==> src/rtl/arbiter_4ph_pkg.sv <==
// Shared definitions for the 4-phase round-robin arbiter.
//   state_t          : FSM state encoding (IDLE, REQ, GRANT, RELEASE)
//   DEF_N            : default number of requester channels
//   DEF_SYNC_STAGES  : default synchronizer depth
//   idx_w()          : width of a channel index for n channels
package arbiter_4ph_pkg;

    typedef enum logic [1:0] {
        ST_IDLE    = 2'd0,
        ST_REQ     = 2'd1,
        ST_GRANT   = 2'd2,
        ST_RELEASE = 2'd3
    } state_t;

    localparam int DEF_N           = 4;
    localparam int DEF_SYNC_STAGES = 2;

    function automatic int idx_w(input int n);
        return (n > 1) ? $clog2(n) : 1;
    endfunction

endpackage

==> src/rtl/sync_ff.sv <==
// Single-bit multi-flop synchronizer with asynchronous active-low clear.
//   clk  : destination clock
//   rstn : asynchronous active-low clear of every stage
//   d    : asynchronous input
//   q    : synchronized output, STAGES rising edges after d
module sync_ff #(
    parameter int STAGES = 2
) (
    input  logic clk,
    input  logic rstn,
    input  logic d,
    output logic q
);

    logic [STAGES-1:0] chain_p;

    always_ff @(posedge clk or negedge rstn) begin
        if (!rstn) begin
            chain_p <= '0;
        end else begin
            chain_p <= {chain_p[STAGES-2:0], d};
        end
    end

    assign q = chain_p[STAGES-1];

endmodule

==> src/rtl/arbiter_rr4_4ph.sv <==
// Round-robin arbiter between N 4-phase requesters and one 4-phase resource.
//   clk    : single clock, rising edge
//   rstn   : asynchronous active-low reset
//   r      : per-requester 4-phase requests (asynchronous)
//   a      : per-requester 4-phase acknowledges (registered, at most one high)
//   r0     : request to the shared resource (registered)
//   a0     : acknowledge from the shared resource (asynchronous)
//   gnt_id : index of the current or most recent winner (registered)
//   busy   : high whenever the FSM is not in IDLE
//   err    : sticky protocol-violation flag, cleared only by reset
module arbiter_rr4_4ph
    import arbiter_4ph_pkg::*;
#(
    parameter int N           = DEF_N,
    parameter int SYNC_STAGES = DEF_SYNC_STAGES
) (
    input  logic                  clk,
    input  logic                  rstn,
    input  logic [N-1:0]          r,
    output logic [N-1:0]          a,
    output logic                  r0,
    input  logic                  a0,
    output logic [idx_w(N)-1:0]   gnt_id,
    output logic                  busy,
    output logic                  err
);

    localparam int IW = idx_w(N);

    logic [N-1:0]  r_s;
    logic          a0_s;
    logic          a0_q;
    logic          a0_rise;
    logic          a0_fall;

    state_t        state, state_nx;
    logic [IW-1:0] ptr, ptr_nx;
    logic [IW-1:0] gnt_nx;
    logic [N-1:0]  a_nx;
    logic          r0_nx;
    logic          err_nx;
    // Requester withdrew before the resource acknowledged; the handshake
    // then finishes without ever raising a[g].
    logic          wd, wd_nx;

    logic [N-1:0]  r_rot;
    logic [IW-1:0] win;
    int            sum;

    // Synchronizer stage boundary: every asynchronous input enters here
    for (genvar i = 0; i < N; i++) begin : g_sync_r
        sync_ff #(.STAGES(SYNC_STAGES)) u_sync (
            .clk  (clk),
            .rstn (rstn),
            .d    (r[i]),
            .q    (r_s[i])
        );
    end

    sync_ff #(.STAGES(SYNC_STAGES)) u_sync_a0 (
        .clk  (clk),
        .rstn (rstn),
        .d    (a0),
        .q    (a0_s)
    );

    assign a0_rise = a0_s & ~a0_q;
    assign a0_fall = ~a0_s & a0_q;

    // Round-robin pick: rotate requests so bit 0 is the ptr channel, then the
    // lowest set bit of the rotated vector is the winner. The descending loop
    // lets the lowest set position overwrite any higher one.
    always_comb begin
        r_rot = N'({r_s, r_s} >> ptr);
        win   = ptr;
        sum   = 0;
        for (int k = N - 1; k >= 0; k--) begin
            if (r_rot[k]) begin
                sum = int'(ptr) + k;
                win = IW'((sum >= N) ? (sum - N) : sum);
            end
        end
    end

    always_comb begin
        state_nx = state;
        a_nx     = a;
        r0_nx    = r0;
        gnt_nx   = gnt_id;
        ptr_nx   = ptr;
        err_nx   = err;
        wd_nx    = wd;
        unique case (state)
            ST_IDLE: begin
                if (a0_rise) begin
                    err_nx = 1'b1;
                end
                if (|r_s) begin
                    gnt_nx   = win;
                    r0_nx    = 1'b1;
                    wd_nx    = 1'b0;
                    state_nx = ST_REQ;
                end
            end
            ST_REQ: begin
                if (!r_s[gnt_id]) begin
                    err_nx = 1'b1;
                    wd_nx  = 1'b1;
                end
                if (a0_s) begin
                    if (wd || !r_s[gnt_id]) begin
                        r0_nx    = 1'b0;
                        state_nx = ST_RELEASE;
                    end else begin
                        a_nx         = '0;
                        a_nx[gnt_id] = 1'b1;
                        state_nx     = ST_GRANT;
                    end
                end
            end
            ST_GRANT: begin
                if (a0_fall) begin
                    err_nx = 1'b1;
                end
                if (!r_s[gnt_id]) begin
                    r0_nx    = 1'b0;
                    state_nx = ST_RELEASE;
                end
            end
            ST_RELEASE: begin
                // Returning to IDLE only; the next grant is evaluated from
                // IDLE on a later edge.
                if (!a0_s) begin
                    a_nx     = '0;
                    ptr_nx   = (gnt_id == IW'(N - 1)) ? '0 : gnt_id + IW'(1);
                    state_nx = ST_IDLE;
                end
            end
            default: state_nx = ST_IDLE;
        endcase
    end

    // FSM register stage boundary
    always_ff @(posedge clk or negedge rstn) begin
        if (!rstn) begin
            state  <= ST_IDLE;
            a      <= '0;
            r0     <= 1'b0;
            gnt_id <= '0;
            ptr    <= '0;
            err    <= 1'b0;
            wd     <= 1'b0;
            a0_q   <= 1'b0;
        end else begin
            state  <= state_nx;
            a      <= a_nx;
            r0     <= r0_nx;
            gnt_id <= gnt_nx;
            ptr    <= ptr_nx;
            err    <= err_nx;
            wd     <= wd_nx;
            a0_q   <= a0_s;
        end
    end

    assign busy = (state != ST_IDLE);

endmodule

==> config.mk <==
export PLATFORM = sky130hd
export DESIGN_NAME = arbiter_rr4_4ph
export DESIGN_NICKNAME = d
export VERILOG_FILES = /design/src/rtl/arbiter_4ph_pkg.sv /design/src/rtl/sync_ff.sv /design/src/rtl/arbiter_rr4_4ph.sv
export SDC_FILE = /design/constraint.sdc
export NUM_CORES = 1
export LEC_CHECK = 0
export ABC_CLOCK_PERIOD_IN_PS = 2150
export CAP_MARGIN = 20
export CORE_MARGIN = 10
export CORE_UTILIZATION = 44
export DETAILED_ROUTE_END_ITERATION = 8
export PLACE_DENSITY = 0.66
export SLEW_MARGIN = 20
export SYNTH_ARGS = -nofsm -noshare
export SYNTH_HDL_FRONTEND = slang
export SYNTH_SLANG_ARGS = --single-unit
export TNS_END_PERCENT = 100
==> constraint.sdc <==
create_clock -name clk -period 2.15 [get_ports clk]
set_input_delay 0.43 -clock clk [delete_from_list [all_inputs] [get_ports clk]]
set_output_delay 0.43 -clock clk [all_outputs]
set_load 0.1 [all_outputs]
After elaboration in Yosys (flattened, before gate mapping)

Cells that the tools add are included.

Bitwise logic cells: 4
Order comparisons: 6
Shift-type cells: 1
Add/sub/neg operators: 8
Equality and inequality tests: 13
Mux-type cells: 34
Reduce and logical (&&, ||, !) cells: 16

Operators by type and width:

| kind                                                                  | number |
|---|---|
| 2-bit 2-to-1 mux                                                      | 13 |
| 2-bit != test, second input constant                                  | 8 |
| 4-bit 2-to-1 mux                                                      | 3 |
| 4-bit AND reduction                                                   | 3 |
| 1-bit 2-to-1 mux                                                      | 11 |
| 3-bit >= comparator, second input constant                            | 3 |
| 2-bit case mux with 4 select lines                                    | 1 |
| 4-bit case mux with 2 select lines                                    | 1 |
| 8-bit by 2-bit right shift with 4-bit output                          | 1 |
| 2-bit by 1-bit subtractor with 2-bit output, second input constant    | 4 |
| 2-bit by 2-bit adder with 3-bit output, second input constant         | 2 |
| 2-bit equality test, second input constant                            | 3 |
| 1-bit case mux with 3 select lines                                    | 2 |
| 2-bit nonzero test                                                    | 3 |
| 5-bit AND reduction                                                   | 1 |
| 2-bit AND reduction                                                   | 2 |
| 4-bit OR reduction                                                    | 1 |
| 2-bit by 1-bit adder with 3-bit output, second input constant         | 1 |
| 2-bit by 3-bit >= comparator with 1-bit output, second input constant | 1 |
| 2-bit by 3-bit < comparator with 1-bit output, second input constant  | 1 |
| 3-bit AND reduction                                                   | 1 |
| 3-bit nonzero test                                                    | 1 |
| 2-bit by 1-bit adder with 2-bit output, second input constant         | 1 |
| 1-bit bitwise AND                                                     | 2 |
| other kinds (11)                                                      | 12 |

Register bits after elaboration: 24
Input bits: 7
Output and inout bits: 9
Word-level logic and storage cells: 95

Depth between registers and ports, before layout

Gate-level depths: netlist of the first run.

Word-level depth: 7
Mapped depth: 6
Mapped depth without buffers: 6

Hierarchy

From an unflattened synthesis of the first run, not the netlist that was laid out.

Cells, all modules: 112
Area, all modules: 1216.2 um2

Modules (own cells, without submodules):

| module          | area an instance (um2) | instances | sequential area each (um2) | cells each |
|---|---|---|---|---|
| arbiter_rr4_4ph | 965.9                  | 1         | 350.3                      | 102 |
| sync_ff         | 50.0                   | 5         | 50.0                       | 2 |

Worst setup path after synthesis of the first run

No wires, ideal clock.

Path kind: register to register
Start point: register gnt_id[0]
End point: register state[0]
Buffers on the path: 0
Path slack: -0.201 ns
Library setup time: 0.089 ns
Data arrival time: 2.261 ns
Clock period less this slack: 2.351 ns
Cell stages (with the launch flop): 5
Required time: 2.061 ns
Path through: dfrtp_1 mux4_2 a221oi_4 a21oi_1 a41oi_1

Longest elaborated chain between the ends: 7
Elaborated cells between the ends (all ways): 9
Those cells by class: eq/ne: 1; mux: 5; reduce/logical: 3

Ends and longest elaborated chain:

| item                                          | RTL line                                       | source |
|---|---|---|
| start: declaration                            | arbiter_rr4_4ph.sv:23                          | `output logic [idx_w(N)-1:0] gnt_id,` |
| start signal: assignment                      | arbiter_rr4_4ph.sv:158                         | `gnt_id <= gnt_nx;` |
| 1-bit binary-select mux with 2-bit select (*) | arbiter_rr4_4ph.sv:111, arbiter_rr4_4ph.sv:125 |  |
| 1-bit 2-to-1 mux (implied by the code) (*)    | arbiter_rr4_4ph.sv:111, arbiter_rr4_4ph.sv:125 |  |
| 1-bit logical NOT                             | --                                             |  |
| 1-bit logical OR                              | arbiter_rr4_4ph.sv:111                         | `if (wd \|\| !r_s[gnt_id]) begin` |
| 1-bit 2-to-1 mux                              | arbiter_rr4_4ph.sv:111                         |  |
| 2-bit 2-to-1 mux                              | arbiter_rr4_4ph.sv:110                         | `if (a0_s) begin` |
| 2-bit case mux with 4 select lines            | arbiter_rr4_4ph.sv:93                          | `unique case (state)` |
| end signal: assignment                        | arbiter_rr4_4ph.sv:155                         | `state <= state_nx;` |
| end: declaration                              | arbiter_rr4_4ph.sv:36                          | `state_t state, state_nx;` |

Mark *: on every way between the ends. The rest lies on a longest branch, timed or not. The select of a mux whose other input is x is not followed.
A chain may end at the register's enable or synchronous reset.

Worst setup path in the final report of the first run

Start point: register state[1]
End point: output port busy

Longest elaborated chain between the ends: 1

Ends and longest elaborated chain:

| item               | RTL line               | source |
|---|---|---|
| 2-bit nonzero test | arbiter_rr4_4ph.sv:166 | `assign busy = (state != ST_IDLE);` |
| end: declaration   | arbiter_rr4_4ph.sv:24  | `output logic busy,` |

Every way passes these cells.

==> flow_summary.ini, run 1 <==
[finish]
drive_above_1_share_pct = 21.6
antenna_cells = 0
utilization_pct = 55.2
synthToLayoutAreaGrowth_pct = 19.3
fin_nets = 142
fillers = 231
design_area_mm2 = 0.00138
final_cells = 155

[floorplan]
boundaryPins = 16
num_rows = 18
die_width_um = 71.3
die_area_mm2 = 0.00508
start_util_pct = 46.2
core_mm2 = 0.00250
die_h_um = 71.3

[drt]
drtAntennaViolNets = 0
avgViaCountPerCell = 5.28
drt-total-wl_um = 2250
vias = 818
wire_per_inst_um = 14.5
drt_iter0_markers = 17
first_pass_iters = 4
drc_errors = 0

[cts]
htree_levels = 1
hold_buffers = 0
cts.sinks = 24
path_clk_slew_ns = 0.12
cts_made_buffers = 3
cts_tree = done
root_buffer = clkbuf_4
cts_max_path_buffers = 2
clk-insertion-delay-late_ns = 0.30

[grt]
antenna_found_initial = 0
grt_pass1_vias = 879
gr-total-overflow = 0
grt_max_degree = 25
grt_use_total_pct = 9.01
grt_pass1_wl_um = 3940

[place]
gp_congestion = 0.770
place_inst = 151
place_hpwl_um = 1740
dpl_cell_area_mm2 = 0.00135
io_buffers = 15

[logic_synthesis]
ys_warn_count = 0
seq_area_frac_synth_pct = 51.9
synth_cell_type_count = 27
ys_ff_latch = 24
synth_nets = 120
syn_area_mm2 = 0.00116
synthCells = 104
postSynthAreaPerCell_um2 = 11.1

[timing]
hold_viol = 0
period_share_pct = 89.6
fin_crit_ns = 1.93
setup_tns_ns = 0
fin_skew_ns = 0.00123
setup_viol = 0
worstMarginPinSlew_ns = 0.505
rsz0062_at_grt = false
fmax_mhz = 519
maxSlewHeadroom_pct = 65.9
drv_slew = 0

[critical_path]
start_kind = flop
critPathKind = reg -> out
critPathArrivalTime_ns = 1.50
crit_fanout = 8
crit_path_end_kind = output port
cp.required_ns = 1.72

[pwr]
irDropWorstVdd_mv = 0.874
p_per_area_mw_per_mm2 = 1560
p_leak_nw = 0.655
power_mw = 2.15

[outcome]
status = finished, final reports clean

[hold_path]
min-delay-path-class = reg -> reg

[job]
drv_cap = 0
where the power goes:
part | leakage (nW) | internal (mW) | switching [mW]
logic | 0.353 | 0.404 | 0.852
registers | 0.287 | 0.568 | 0.130
clock network | 0.0150 | 0.0723 | 0.126
total | 0.655 | 1.04 | 1.11
state kept, by name, summed over array words and instances, names as in the netlist:
register                 cells
ptr                          2
a0_q                         1
r0                           1
gnt_id                       2
err                          1
wd                           1
u_sync_a0.chain_p            2
g_sync_r.u_sync.chain_p      8
state                        2
a                            4
final timing paths:
check / startpoint / endpoint / slack, ns / cells after the start
worst max-delay path: state[1] / busy / 0.22 / 4
worst min-delay path: g_sync_r[0].u_sync.chain_p[0] / g_sync_r[0].u_sync.chain_p[1] / 0.36 / 0
worst max register to register: g_sync_r[1].u_sync.chain_p[1] / state[0] / 0.34 / 4
worst min register to register: g_sync_r[0].u_sync.chain_p[0] / g_sync_r[0].u_sync.chain_p[1] / 0.36 / 0
max in group asynchronous: rstn / gnt_id[0] / 1.43 / 2
min in group asynchronous: rstn / state[1] / 0.46 / 2
layer usage:
| layer | part of all wire, % | vias to the layer above | track usage (%) |
|---|---|---|---|
| met5 | 0 | - | 0 |
| met4 | 0 | 0 | 1.94 |
| met3 | 2.2 | 0 | 2.20 |
| met2 | 50 | 13 | 15.0 |
| met1 | 48 | 402 | 11.5 |
| li1 | - | 403 | - |
area by class of cell:
cell class,count,area [um2],share of cell area [%]
sequential,24,602,43.6
tap,30,37.5,2.72
timing repair buffer,17,155,11.3
multi-input combinational,68,513,37.2
clock buffer,4,26.3,1.91
inverter,12,45.0,3.27
cells in the mapped netlist:
cell       n  area [um2]
o311ai_0   1        8.76
nand2_1    7        26.3
a41oi_1    1        8.76
a31o_2     4        35.0
nor2_1     9        33.8
a22o_1     1        8.76
o21ai_0    6        30.0
nor4_1     1        6.26
mux4_2     1        22.5
a221oi_4   1        26.3
mux2_2     2        22.5
o32ai_1    1        8.76
dfrtp_1   24         601
o22ai_1    1        6.26
o31ai_1    2        15.0
nand2b_1   3        18.8
or2_2      1        6.26
nand4b_2   1        15.0
and2b_1    1        7.51
nor2b_1    3        18.8
nor3b_1    1        7.51
o211ai_1   1        7.51
inv_1     12        45.0
ha_1       9         113
a21oi_1    8        40.0
and2_2     1        7.51
mux2i_1    1        10.0
critical path: stages (launching register included):
cell	delay, ns
dfrtp_1	0.44
inv_1	0.13
ha_2	0.30
inv_1	0.13
buf_12	0.18
cell usage in the layout (no fill, tap or decap), types with 2 or more instances in the layout:
| master | n |
|---|---|
| ha_1 | 8 |
| mux2_2 | 2 |
| a31o_2 | 4 |
| clkdlybuf4s50_1 | 6 |
| clkbuf_4 | 3 |
| inv_1 | 12 |
| o21ai_0 | 6 |
| nor2b_1 | 3 |
| nand2b_1 | 3 |
| dfrtp_1 | 23 |
| nand2_1 | 7 |
| a21oi_1 | 8 |
| buf_4 | 10 |
| o31ai_1 | 2 |
| nor2_1 | 9 |
per-stage QoR:
step	setup slack [ns]	hold WS, ns
finish	0.223	0.364
global route	0.133	0.373
CTS	0.0985	0.367
detailed placement	0.386	0.337
floorplan	0.0238	0.134
global placement	0.442	0.332
logic make-up (layout without fill, tap and decap cells):
logic type               after synthesis  after routing  synth area share, %
multiplexers                           4              4                 4.76
buffers and inverters                 12             33                 3.90
flip-flops                            24             24                 51.9
AO/OA/AOI/OAI                         27             27                 16.9
adder cells (fa/ha/maj)                9              9                 9.74
AND/OR/NAND/NOR                       28             28                 12.8
repair_timing:
| action | in CTS | in global routing |
|---|---|---|
| setup endpoints to repair | 0 | 1 |
| resized for setup | 0 | 1 |
| buffers inserted | 0 | 0 |
(Power assumes the default switching activity.)
==> run 2: changes to the inputs <==
--- a/config.mk
+++ b/config.mk
@@ -8,9 +8,9 @@
 export ABC_CLOCK_PERIOD_IN_PS = 2150
 export CAP_MARGIN = 20
 export CORE_MARGIN = 10
-export CORE_UTILIZATION = 44
+export CORE_UTILIZATION = 52
 export DETAILED_ROUTE_END_ITERATION = 8
-export PLACE_DENSITY = 0.66
+export PLACE_DENSITY = 0.76
 export SLEW_MARGIN = 20
 export SYNTH_ARGS = -nofsm -noshare
 export SYNTH_HDL_FRONTEND = slang
==> run 2 against run 1 <==
  * Routed wire length down 5.6%
  * Register-to-register slack better by 0.05 ns
  * Critical path depth did not move
  * Largest cell class unchanged
  * Via count grew 1.3%
  * Final cell count decreased by 1.3%
  * Setup slack worse by 0.0089 ns
  * Global-route usage is 1.0 points higher
==> flow_summary.ini, run 2 (synthesis gave the netlist of run 1 again) <==
[cts]
cts_made_buffers = 3
cts_max_path_buffers = 2
hold_buffers = 0
cts_tree = done
htree_levels = 1
cts.sinks = 24
root_buffer = clkbuf_4
path_clk_slew_ns = 0.13
clk-insertion-delay-late_ns = 0.32

[timing]
rsz0062_at_grt = false
worstMarginPinSlew_ns = 0.490
fmax_mhz = 517
setup_viol = 0
setup_tns_ns = 0
fin_crit_ns = 1.94
drv_slew = 0
maxSlewHeadroom_pct = 66.9
hold_viol = 0
fin_skew_ns = 0.00464
period_share_pct = 90.0

[floorplan]
core_mm2 = 0.00217
boundaryPins = 16
die_area_mm2 = 0.00451
num_rows = 17
die_h_um = 67.2
die_width_um = 67.2
start_util_pct = 53.3

[critical_path]
reg2reg_slack_ns = 0.39
r2r-end = state[0]
cp.required_ns = 1.72
crit_path_end_kind = output port
rr_startpoint = gnt_id[0]
critPathArrivalTime_ns = 1.51
r2r_cells = 4
critPathKind = reg -> out
start_kind = flop
crit_fanout = 8

[drt]
first_pass_iters = 4
drtAntennaViolNets = 0
wire_per_inst_um = 13.9
avgViaCountPerCell = 5.42
drc_errors = 0
vias = 829
drt_iter0_markers = 28
drt-total-wl_um = 2120

[finish]
fillers = 180
reg_top3 = g_sync_r.u_sync.chain_p (8), a (4)
fin_nets = 142
antenna_cells = 0
layout_commonest_cell = dfrtp_1
final_cell_mix = dfrtp_1 (23), inv_1 (12), buf_4 (10)
drive_above_1_share_pct = 22.4
largest-register = g_sync_r.u_sync.chain_p
largest_reg_flops = 8
synthToLayoutAreaGrowth_pct = 19.9
design_area_mm2 = 0.00139

[hold_path]
min_from = u_sync_a0.chain_p[0]
min-delay-path-class = reg -> reg
min_to = u_sync_a0.chain_p[1]
worst_hold_path.num_cells = 0

[grt]
grt_pass1_wl_um = 3540
grt_use_total_pct = 10.0
grt_pass1_vias = 843
gr-total-overflow = 0
antenna_found_initial = 0
grt_max_degree = 25

[place]
gp_congestion = 0.741
place_hpwl_um = 1610
io_buffers = 15
dpl_cell_area_mm2 = 0.00135

[job]
drv_cap = 0

[outcome]
status = finished, final reports clean
## run 2: timing repair
action	CTS	global route
gates resized for setup	0	1
setup buffers	0	0
endpoints found under the setup margin	0	1
## run 2: how the worst max path moves through the flow
| stage | startpoint | end | slack (ns) | depth (start not counted) |
|---|---|---|---|---|
| global route | state[1] | busy | 0.11 | 4 |
| finish | state[1] | busy | 0.21 | 4 |
| CTS | state[1] | busy | 0.08 | 4 |
| global placement | gnt_id[0] | state[0] | 0.46 | 4 |
| floorplan | gnt_id[1] | state[0] | 0.02 | 4 |
| detailed placement | gnt_id[0] | state[0] | 0.42 | 4 |
## run 2: metrics by stage
stage	instances	hold WS, ns	worst slack (ns)	util (%)
finish	153	0.368	0.214	63.9
global route	153	0.373	0.106	63.9
CTS	153	0.370	0.0836	63.8
detailed placement	149	0.340	0.415	62.1
global placement	149	0.332	0.458	62.1
floorplan	104	0.134	0.0238	-
## run 2: per-layer routing
metal  global-route usage (%)  share of wire (%)  up-vias
met1                     11.8                 45      399
met5                        0                  0        -
li1                         -                  -      406
met3                     3.31                5.5        6
met2                     16.1                 48       18
met4                     4.87                2.0        0
## run 2: cell type report
cell class	instances	area (um2)	area share, %
sequential	24	602	43.4
multi-input combinational	68	513	37.0
inverter	12	45.0	3.25
clock buffer	4	36.3	2.62
tap	28	35.0	2.53
timing repair buffer	17	155	11.2
## run 2: worst max-delay path, cell delays in order (launching register included)
cell	delay, ns
dfrtp_1	0.44
inv_1	0.13
ha_2	0.30
inv_1	0.13
buf_12	0.18
Power of run 2 is not shown: default switching activity piles up to over one toggle a cycle in this logic, so the estimate is an artifact.
